<file path="src/rtl/route_pkg.sv">
// Shared types and defaults for the route controller: FSM state enum, opcodes,
// default parameter values and a counter-width helper.
package route_pkg;

  typedef enum logic [1:0] {
    ST_IDLE   = 2'd0,
    ST_MOVING = 2'd1,
    ST_DWELL  = 2'd2
  } state_e;

  localparam logic [1:0] OP_STOP   = 2'b00;
  localparam logic [1:0] OP_GO     = 2'b01;
  localparam logic [1:0] OP_APPEND = 2'b10;
  localparam logic [1:0] OP_NOP    = 2'b11;

  localparam int CMD_W = 8;
  localparam int BC_W  = 8;

  localparam int ID_W_DEF      = 6;
  localparam int DEPTH_DEF     = 4;
  localparam int DWELL_CYC_DEF = 50000000;
  localparam int BUZZ_DIV_DEF  = 12500;

  // Bits needed to hold 0..n-1, never less than one.
  function automatic int cnt_w(input int n);
    return (n > 1) ? $clog2(n) : 1;
  endfunction

endpackage

</file>
<file path="src/rtl/route_cntrl_if.sv">
// Command/barcode handshake bundle between the host side (master) and the
// route controller (slave), plus the obstacle input.
interface route_cntrl_if;

  logic [route_pkg::CMD_W-1:0] cmd;
  logic                        cmd_rdy;
  logic                        clr_cmd_rdy;
  logic [route_pkg::BC_W-1:0]  ID;
  logic                        ID_vld;
  logic                        clr_ID_vld;
  logic                        OK2Move;

  modport master (
    output cmd, cmd_rdy, ID, ID_vld, OK2Move,
    input  clr_cmd_rdy, clr_ID_vld
  );

  modport slave (
    input  cmd, cmd_rdy, ID, ID_vld, OK2Move,
    output clr_cmd_rdy, clr_ID_vld
  );

endinterface

</file>
<file path="src/rtl/route_fifo.sv">
// Waypoint queue: power-of-two circular buffer with flush; flush together with
// push restarts the queue holding just the pushed entry.
module route_fifo
  import route_pkg::*;
#(
  parameter int DEPTH = DEPTH_DEF,
  parameter int ID_W  = ID_W_DEF
) (
  input  logic                       clk,
  input  logic                       rst,
  input  logic                       push,
  input  logic                       pop,
  input  logic                       flush,
  input  logic [ID_W-1:0]            din,
  output logic [ID_W-1:0]            head,
  output logic [$clog2(DEPTH+1)-1:0] count,
  output logic                       full
);

  localparam int AW = cnt_w(DEPTH);
  localparam int CW = $clog2(DEPTH + 1);

  logic [ID_W-1:0] mem [DEPTH];
  logic [AW-1:0]   wptr;
  logic [AW-1:0]   rptr;
  logic            do_push;
  logic            do_pop;

  assign full    = (count == CW'(DEPTH));
  assign do_pop  = pop & (count != '0);
  // A pop in the same cycle frees the slot, so a full queue can still take a push.
  assign do_push = push & (~full | do_pop);
  assign head    = mem[rptr];

  always_ff @(posedge clk or posedge rst) begin
    if (rst) begin
      wptr  <= '0;
      rptr  <= '0;
      count <= '0;
    end else if (flush) begin
      rptr  <= '0;
      wptr  <= push ? AW'(1) : '0;
      count <= push ? CW'(1) : '0;
    end else begin
      wptr  <= wptr + AW'(do_push);
      rptr  <= rptr + AW'(do_pop);
      count <= count + CW'(do_push) - CW'(do_pop);
    end
  end

  always_ff @(posedge clk) begin
    if (flush & push)
      mem[0] <= din;
    else if (do_push)
      mem[wptr] <= din;
  end

endmodule

</file>
<file path="src/rtl/route_cntrl.sv">
// Route sequencer: queues barcode waypoints, drives while moving, dwells at
// intermediate stops. Optional buzzer built only with ROUTE_CNTRL_BUZZ_EN.
module route_cntrl
  import route_pkg::*;
#(
  parameter int ID_W      = ID_W_DEF,
  parameter int DEPTH     = DEPTH_DEF,
  parameter int DWELL_CYC = DWELL_CYC_DEF,
  parameter int BUZZ_DIV  = BUZZ_DIV_DEF
) (
  input  logic                       clk,
  input  logic                       rst,
  route_cntrl_if.slave               bus,
  output logic                       in_transit,
  output logic                       go,
  output logic                       arrived,
  output logic                       overflow,
  output logic [$clog2(DEPTH+1)-1:0] q_cnt,
  output logic                       buzz,
  output logic                       buzz_n
);

  // state  | meaning
  // IDLE   | no route, queue empty
  // MOVING | driving toward queue head
  // DWELL  | parked at an intermediate waypoint
  localparam logic [1:0] S_IDLE   = 2'(ST_IDLE);
  localparam logic [1:0] S_MOVING = 2'(ST_MOVING);
  localparam logic [1:0] S_DWELL  = 2'(ST_DWELL);

  localparam int CW = $clog2(DEPTH + 1);
  localparam int DW = cnt_w(DWELL_CYC);

  if (DEPTH < 2 || BUZZ_DIV < 2 || DWELL_CYC < 1 || ID_W < 1 || ID_W > 6) begin : g_bad_cfg
    $error("route_cntrl: unsupported parameter set");
  end

  logic [1:0]      state;
  logic [1:0]      state_nxt;
  logic [DW-1:0]   dwell_cnt;
  logic [1:0]      op;
  logic [ID_W-1:0] dest;
  logic [ID_W-1:0] q_head;
  logic            q_full;
  logic            q_push;
  logic            q_pop;
  logic            q_flush;
  logic            id_eval;
  logic            id_hit;
  logic            dwell_done;

  assign op   = bus.cmd[7:6];
  assign dest = bus.cmd[ID_W-1:0];

  assign bus.clr_cmd_rdy = bus.cmd_rdy & ~rst;
  // A command in MOVING defers the barcode by a cycle; elsewhere IDs are just discarded.
  assign bus.clr_ID_vld  = bus.ID_vld & ~((state == S_MOVING) & bus.cmd_rdy) & ~rst;

  assign id_eval    = (state == S_MOVING) & bus.ID_vld & ~bus.cmd_rdy;
  assign id_hit     = (bus.ID == BC_W'(q_head));
  assign dwell_done = (dwell_cnt == DW'(DWELL_CYC - 1));

  assign q_flush = bus.cmd_rdy & ((op == OP_STOP) | (op == OP_GO));
  assign q_push  = bus.cmd_rdy & ((op == OP_GO) | (op == OP_APPEND));
  assign q_pop   = id_eval & id_hit;

  route_fifo #(
    .DEPTH (DEPTH),
    .ID_W  (ID_W)
  ) u_fifo (
    .clk   (clk),
    .rst   (rst),
    .push  (q_push),
    .pop   (q_pop),
    .flush (q_flush),
    .din   (dest),
    .head  (q_head),
    .count (q_cnt),
    .full  (q_full)
  );

  always_comb begin
    state_nxt = state;
    unique case (state)
      S_IDLE: begin
        if (bus.cmd_rdy && (op == OP_GO || op == OP_APPEND))
          state_nxt = S_MOVING;
      end
      S_MOVING: begin
        if (bus.cmd_rdy) begin
          if (op == OP_STOP)
            state_nxt = S_IDLE;
        end else if (q_pop) begin
          state_nxt = (q_cnt == CW'(1)) ? S_IDLE : S_DWELL;
        end
      end
      S_DWELL: begin
        if (bus.cmd_rdy && op == OP_STOP)
          state_nxt = S_IDLE;
        else if (bus.cmd_rdy && op == OP_GO)
          state_nxt = S_MOVING;
        else if (dwell_done)
          state_nxt = S_MOVING;
      end
      default: state_nxt = S_IDLE;
    endcase
  end

  always_ff @(posedge clk or posedge rst) begin
    if (rst) begin
      state    <= S_IDLE;
      arrived  <= 1'b0;
      overflow <= 1'b0;
    end else begin
      state    <= state_nxt;
      arrived  <= q_pop & (q_cnt == CW'(1));
      overflow <= bus.cmd_rdy & (op == OP_APPEND) & q_full;
    end
  end

  // Held at zero outside DWELL so every entry starts a fresh count.
  always_ff @(posedge clk or posedge rst) begin
    if (rst)
      dwell_cnt <= '0;
    else if (state != S_DWELL || state_nxt != S_DWELL)
      dwell_cnt <= '0;
    else
      dwell_cnt <= dwell_cnt + DW'(1);
  end

  assign in_transit = (state == S_MOVING);
  assign go         = in_transit & bus.OK2Move;

`ifdef ROUTE_CNTRL_BUZZ_EN
  localparam int BW = cnt_w(BUZZ_DIV);

  logic          buzz_en;
  logic          buzz_hi;
  logic [BW-1:0] buzz_cnt;

  assign buzz_en = in_transit & ~bus.OK2Move;
  assign buzz_hi = (buzz_cnt >= BW'(BUZZ_DIV / 2));

  always_ff @(posedge clk or posedge rst) begin
    if (rst)
      buzz_cnt <= '0;
    else if (!buzz_en || buzz_cnt == BW'(BUZZ_DIV - 1))
      buzz_cnt <= '0;
    else
      buzz_cnt <= buzz_cnt + BW'(1);
  end

  assign buzz   = buzz_en & buzz_hi;
  assign buzz_n = buzz_en & ~buzz_hi;
`else
  assign buzz   = 1'b0;
  assign buzz_n = 1'b0;
`endif

endmodule

</file>
<file path="src/flat_wrapper.sv">
// flat-port wrapper written by rule: the top's interface ports become plain ports
module route_cntrl_flat import route_pkg::*;
#(
  parameter int ID_W      = ID_W_DEF,
  parameter int DEPTH     = DEPTH_DEF,
  parameter int DWELL_CYC = DWELL_CYC_DEF,
  parameter int BUZZ_DIV  = BUZZ_DIV_DEF
)
  (clk, rst, in_transit, go, arrived, overflow, q_cnt, buzz, buzz_n, bus_cmd, bus_cmd_rdy, bus_ID, bus_ID_vld, bus_OK2Move, bus_clr_cmd_rdy, bus_clr_ID_vld);
  route_cntrl_if bus_i ();
  input  logic clk;
  input  logic rst;
  output logic in_transit;
  output logic go;
  output logic arrived;
  output logic overflow;
  output logic [$clog2(DEPTH+1)-1:0] q_cnt;
  output logic buzz;
  output logic buzz_n;
  input wire logic [$bits(bus_i.cmd)-1:0] bus_cmd;
  input wire logic [$bits(bus_i.cmd_rdy)-1:0] bus_cmd_rdy;
  input wire logic [$bits(bus_i.ID)-1:0] bus_ID;
  input wire logic [$bits(bus_i.ID_vld)-1:0] bus_ID_vld;
  input wire logic [$bits(bus_i.OK2Move)-1:0] bus_OK2Move;
  output wire logic [$bits(bus_i.clr_cmd_rdy)-1:0] bus_clr_cmd_rdy;
  output wire logic [$bits(bus_i.clr_ID_vld)-1:0] bus_clr_ID_vld;
  assign bus_i.cmd = bus_cmd;
  assign bus_i.cmd_rdy = bus_cmd_rdy;
  assign bus_i.ID = bus_ID;
  assign bus_i.ID_vld = bus_ID_vld;
  assign bus_i.OK2Move = bus_OK2Move;
  assign bus_clr_cmd_rdy = bus_i.clr_cmd_rdy;
  assign bus_clr_ID_vld = bus_i.clr_ID_vld;
  route_cntrl #(.ID_W(ID_W), .DEPTH(DEPTH), .DWELL_CYC(DWELL_CYC), .BUZZ_DIV(BUZZ_DIV)) u_core (.clk(clk), .rst(rst), .bus(bus_i), .in_transit(in_transit), .go(go), .arrived(arrived), .overflow(overflow), .q_cnt(q_cnt), .buzz(buzz), .buzz_n(buzz_n));
endmodule
</file>
<file path="config.mk">
export PLATFORM = sky130hd
export DESIGN_NAME = route_cntrl_flat
export DESIGN_NICKNAME = d
export VERILOG_FILES = /design/src/rtl/route_pkg.sv /design/src/rtl/route_cntrl_if.sv /design/src/rtl/route_fifo.sv /design/src/rtl/route_cntrl.sv /design/src/flat_wrapper.sv
export SDC_FILE = /design/constraint.sdc
export NUM_CORES = 1
export LEC_CHECK = 0
export CORE_MARGIN = 2
export CORE_UTILIZATION = 50
export CTS_BUF_LIST = sky130_fd_sc_hd__clkbuf_4 sky130_fd_sc_hd__clkbuf_8
export DETAILED_ROUTE_END_ITERATION = 8
export HOLD_SLACK_MARGIN = 0.05
export PLACE_DENSITY_LB_ADDON = 0.3
export SLEW_MARGIN = 20
export SYNTH_ARGS = -nofsm -noshare
export SYNTH_HDL_FRONTEND = slang
export SYNTH_SLANG_ARGS = --single-unit
</file>
<file path="constraint.sdc">
create_clock -name clk -period 2.8 [get_ports clk]
set_input_delay 0.56 -clock clk [delete_from_list [all_inputs] [get_ports clk]]
set_output_delay 0.56 -clock clk [all_outputs]
set_load 0.02 [all_outputs]
</file>
* Yosys cells after proc, flatten, opt, wreduce, memory -nomap -nowiden
Memories as Yosys holds them, arrays and structs flattened. Cells that the tools add are included.
Storage, ports and cells: register bits after elaboration 37, memory bits (writable) 24, input port bits 21, output and inout bits 11, logic and storage cells 78, memories 1
Memories:
- u_core.u_fifo.mem | words 4, bits a word 6, rd ports 1, clocked after memory_dff 0, write ports 1, line route_fifo.sv:23 | logic [ID_W-1:0] mem [DEPTH];
Operators by class: add/sub/neg operators 5, equal/unequal tests 10, mux-type cells 23, bitwise operators 23, reductions and logical operators 9
Operator list (count):
- $add A26 B1 Y26 const B | 1
- $eq A26 B26 Y1 const B | 1
- $mux W26 | 1
- $mux W2 | 11
- $and A1 B1 Y1 | 16
- $eq A8 B6 Y1 | 1
- $mux W1 | 8
- $mux W6 | 1
- $pmux W2 S3 | 1
- $reduce_or A6 Y1 | 1
- $add A2 B1 Y2 | 2
- $eq A2 B1 Y1 const B | 2
- $eq A2 B2 Y1 const B | 2
- $logic_not A2 Y1 | 2
- $ne A2 B2 Y1 const B | 2
- $not A1 Y1 | 4
- $add A3 B1 Y3 | 1
- $eq A3 B1 Y1 const B | 1
- $eq A3 B3 Y1 const B | 1
- $logic_and A1 B1 Y1 | 3
- $mux W3 | 1
- $or A1 B1 Y1 | 3
- $reduce_bool A3 Y1 | 1
- $sub A3 B1 Y3 | 1
- $logic_or A1 B1 Y1 | 2

* Depth between registers and ports, before layout
depth in word-level cells 12, mapped depth 14, mapped depth without buffers 13

* Modules after synthesis
A second synthesis with hierarchy kept.
Second synthesis, totals: cells, all modules 262, area total of the unflattened synthesis 3070.4 um2
By module, submodules not included:
- route_cntrl | instances 1, cells an instance 187, area each 1767.9 um2, sequential area each 750.7 um2
- route_fifo | instances 1, cells an instance 75, area each 1302.5 um2, sequential area each 895.9 um2

* Worst setup path before layout
OpenSTA, ideal clock, no wires.
path kind input to register, from input port bus_cmd_rdy, to register u_core.u_fifo.count[2], library setup time 0.126 ns, arrival 3.133 ns, data required time 2.674 ns, path slack -0.460 ns, stages on the path 14, buffers on the path 1, path through buf_2 -> or3b_4 -> nor4b_2 -> nand4_1 -> o31a_1 -> nand2b_1 -> ha_1 -> inv_1 -> ha_1 -> inv_1 -> fa_1 -> xor2_1 -> xnor2_1 -> nor2_1
Between the ends: longest elaborated chain between the ends 9, elaborated cells on any way between the ends 11, classes of those cells add/sub (2); mux (1); bitwise (8)
Ends and longest elaborated chain:
- from (decl) | line flat_wrapper.sv:21 | input wire logic [$bits(bus_i.cmd_rdy)-1:0] bus_cmd_rdy;
- $not A1 Y1 | line route_cntrl.sv:59 | assign id_eval = (state == S_MOVING) & bus.ID_vld & ~bus.cmd_rdy;
- $and A1 B1 Y1 | line route_cntrl.sv:59
- $and A1 B1 Y1 | line route_cntrl.sv:65 | assign q_pop = id_eval & id_hit;
- $and A1 B1 Y1 | line route_fifo.sv:30 | assign do_pop = pop & (count != '0);
- $or A1 B1 Y1 | line route_fifo.sv:32 | assign do_push = push & (~full | do_pop);
- $and A1 B1 Y1 | line route_fifo.sv:32
- $add A3 B1 Y3 | line route_fifo.sv:47 | count <= count + CW'(do_push) - CW'(do_pop);
- $sub A3 B1 Y3 | line route_fifo.sv:47
- $mux W3 * | line route_fifo.sv:40 | end else if (flush) begin
- to (signal assigned) | line route_fifo.sv:43 | count <= push ? CW'(1) : '0;
- to (signal assigned) | line route_fifo.sv:47
- to (decl) | line route_fifo.sv:16 | output logic [$clog2(DEPTH+1)-1:0] count,
Mark *: on every way between the ends. The rest lies on a longest branch, timed or not.

* Worst setup path in the final report
from register u_core.u_fifo.rptr[0], to register u_core.u_fifo.count[2]
Between the ends: longest elaborated chain between the ends 9
Ends and longest elaborated chain:
- from (decl) | line route_fifo.sv:25 | logic [AW-1:0] rptr;
- from (signal assigned) | line route_fifo.sv:46 | rptr <= rptr + AW'(do_pop);
- $mem_v2 Z4 W6 *
- $eq A8 B6 Y1 * | line route_cntrl.sv:60 | assign id_hit = (bus.ID == BC_W'(q_head));
- $and A1 B1 Y1 * | line route_cntrl.sv:65
- $and A1 B1 Y1 * | line route_fifo.sv:30
- $or A1 B1 Y1 | line route_fifo.sv:32
- $and A1 B1 Y1 | line route_fifo.sv:32
- $add A3 B1 Y3 | line route_fifo.sv:47
- $sub A3 B1 Y3 * | line route_fifo.sv:47
- $mux W3 * | line route_fifo.sv:40
Marked as above.

==> flow_metrics.tcl <==
set metrics [dict create \
    initial_core_util_pct 51.1 \
    final_cells 393 \
    fin_util_pct 65.5 \
    detail-route-antenna-nets 0 \
    drt-total-wl_mm 5.86 \
    ys_ff_latch 61 \
    via_per_inst 5.32 \
    num_io_pins 32 \
    arrival_ns 3.33 \
    n_antenna_cell 0 \
    cap_violations 0 \
    dr_total_vias 2092 \
    clockBufferDepth 2 \
    gp_congestion 0.816 \
    ys_types 42 \
    num-fill-cells 461 \
    fin_nets 343 \
    cts_hold_buf 0 \
    rrSetupSlack_ns -0.31 \
    cts.reportedPaths.clkPinSlew_ns 0.07 \
    yosysTopAreaCellShare_pct 31.2 \
    htreeDepth 3 \
    hold_path_end "u_core.dwell_cnt[0]" \
    grt_max_degree 38 \
    tns_ns -0.489 \
    drive_above_1_share_pct 20.1 \
    p_leak_nw 1.48 \
    syn_area_per_cell_um2 11.7 \
    overflow 0 \
    synthesis.area_um2 2970 \
    drtIter0Drc 120 \
    die_area_um2 6580 \
    crit_path_end_kind "flop" \
    layout_setup_ws_ns -0.315 \
    die_w_um 81.1 \
    die_h_um 81.1 \
    synth-edff-count 24 \
    place_hpwl_mm 4.09 \
    worst_r2r_startpoint "u_core.u_fifo.rptr[0]" \
    ys_warn_count 0 \
    core_um2 5820 \
    final_max_slew_viol_count 0 \
    drt_pass1_iterations 4 \
    crit_type "reg2reg" \
    yosysMostFrequentCell "nor2_1" \
    clk-insertion-delay-late_ns 0.34 \
    grt_pass1_vias 2094 \
    final.setup_skew_ns 0.00586 \
    num_rows 28 \
    ys_top_cells_by_count "nor2_1, dfrtp_1, xnor2_1" \
    antenna_found_initial 0 \
    ctsRootBufferMaster "clkbuf_8" \
    async_flop_share_pct 60.7 \
    drc 0 \
    cts_num_sinks 61 \
    wl_per_cell_um 14.9 \
    yosysTopAreaCell "dfrtp_1" \
    hold_violations 0 \
    syn2layout_area_growth_pct 28.2 \
    timing.final.crit_period_ns 3.11 \
    crit_required_ns 3.02 \
    port_buffers 29 \
    hp-class "reg2reg" \
    dp_cells 375 \
    grt_pass1_wl_mm 9.96 \
    rr_endpoint "u_core.u_fifo.count[2]" \
    hold_ws_ns 0.486 \
    synth.area.top_cells "dfrtp_1, edfxtp_1, xnor2_1, nor2_1, mux4_2" \
    rsz0062_at_grt "yes" \
    violations "negative setup slack" \
    ys_seq_area_share_pct 55.4 \
    path_max_fanout 4 \
    finalSetupViolCount 2 \
    startpoint_type "flop" \
    track_usage_pct 20.9 \
    syn_inst 255 \
    ys.flop_type "dfrtp_1" \
    rr_worst_depth 14 \
    cts_tree "done" \
    fin_crit_sh_pct 111 \
    ir_worst_vdd_mv 0.546 \
    cts_buffers 9 \
    min_from "u_core.dwell_cnt[0]" \
    clock.fmax_mhz 321 \
    holdPathStages 1 \
    status "complete, but fails checks" \
    power_density_nw_per_um2 622 \
]
## how the worst max path moves through the flow
stage                     startpoint                endpoint  slack, ns  cells past startpoint
6_report       u_core.u_fifo.rptr[0]  u_core.u_fifo.count[2]      -0.31                     14
2_1_floorplan            bus_cmd_rdy  u_core.u_fifo.count[2]      -0.39                     14
5_1_grt        u_core.u_fifo.rptr[0]  u_core.u_fifo.count[2]      -0.46                     14
3_3_place_gp             bus_cmd_rdy  u_core.u_fifo.count[2]      -0.70                     14
4_1_cts        u_core.u_fifo.rptr[0]  u_core.u_fifo.count[2]      -0.38                     14
3_5_place_dp             bus_cmd_rdy  u_core.u_fifo.count[2]      -0.80                     14
## state kept, by name, indices dropped and copies added (netlist names)
| signal | flops |
|---|---|
| u_core.dwell_cnt | 26 |
| u_core.state | 2 |
| u_core.u_fifo.wptr | 2 |
| u_core.overflow | 1 |
| u_core.arrived | 1 |
| u_core.u_fifo.rptr | 2 |
| u_core.u_fifo.mem | 24 |
| u_core.u_fifo.count | 3 |
## kinds of logic after synthesis
| kind of cell | count (synthesis) | synth area share (%) |
|---|---|---|
| compound gates | 11 | 2.61 |
| xor+xnor | 34 | 10.0 |
| fa+ha+maj | 9 | 4.04 |
| buf+inv | 17 | 2.78 |
| flops | 61 | 55.4 |
| mux | 7 | 4.88 |
| other cells | 1 | 0.126 |
| simple gates | 115 | 20.1 |
## critical path, stage by stage (launching register included)
cell,delay [ns]
dfrtp_1,0.40
buf_12,0.13
mux4_2,0.52
xnor2_2,0.18
nand4_1,0.16
o31a_1,0.33
nand2b_4,0.15
ha_4,0.23
inv_2,0.05
ha_4,0.11
inv_2,0.03
fa_2,0.34
xor2_2,0.15
xnor2_1,0.15
nor2_1,0.05
## area by class of cell
| type | count | area (um^2) | area share [%] |
|---|---|---|---|
| Clock inverter | 7 | 97.6 | 2.56 |
| Sequential cell | 61 | 1650 | 43.2 |
| Multi-Input combinational cell | 178 | 1330 | 34.8 |
| Clock buffer | 9 | 124 | 3.25 |
| Inverter | 9 | 33.8 | 0.887 |
| Tap cell | 75 | 93.8 | 2.46 |
| Timing Repair Buffer | 54 | 489 | 12.8 |
## routing by layer
| metal | GRT usage [%] | share of wire, % |
|---|---|---|
| met1 | 27.4 | 44 |
| met3 | 6.00 | 5.7 |
| met2 | 32.1 | 48 |
| met5 | 0 | 0 |
| met4 | 9.83 | 1.8 |
## through the flow
stage	cell area (um^2)	total power (W)	setup WS [ns]
final	3810	0.00237	-0.315
after global routing	3810	0.00249	-0.461
after CTS	3790	0.00238	-0.375
after detailed placement	3500	0.00147	-0.801
after global placement	3500	0.00146	-0.702
after floorplan	2980	0.00129	-0.395
## placed cells by master, fill, tap and decap left out, types with 5 or more instances in the layout
master	synthesis	final
xnor2_1	25	22
mux4_2	6	6
nand3_1	10	10
nor3_1	7	6
inv_1	9	7
ha_1	8	6
edfxtp_1	24	24
buf_4	2	24
clkdlybuf4s50_1	0	28
dfrtp_1	37	37
nor2_1	39	39
nor4_1	5	5
nand2_1	19	19
nand4_1	6	6
clkbuf_8	0	9
xor2_1	9	8
## power by group
part           switching [W]  leakage [nW]  total (W)  internal [W]
Combinational       0.000202         0.643   0.000430      0.000228
Clock               0.000364         0.106   0.000869      0.000505
Sequential         0.0000691         0.726    0.00107       0.00100
Total               0.000635          1.48    0.00237       0.00173
## what timing repair did
item / CTS / global route
gates resized for setup: 12 / 2
pin swaps: 8 / 7
setup buffers: 1 / 1
endpoints found under the setup margin: 2 / 2
(Power assumes the default switching activity.)
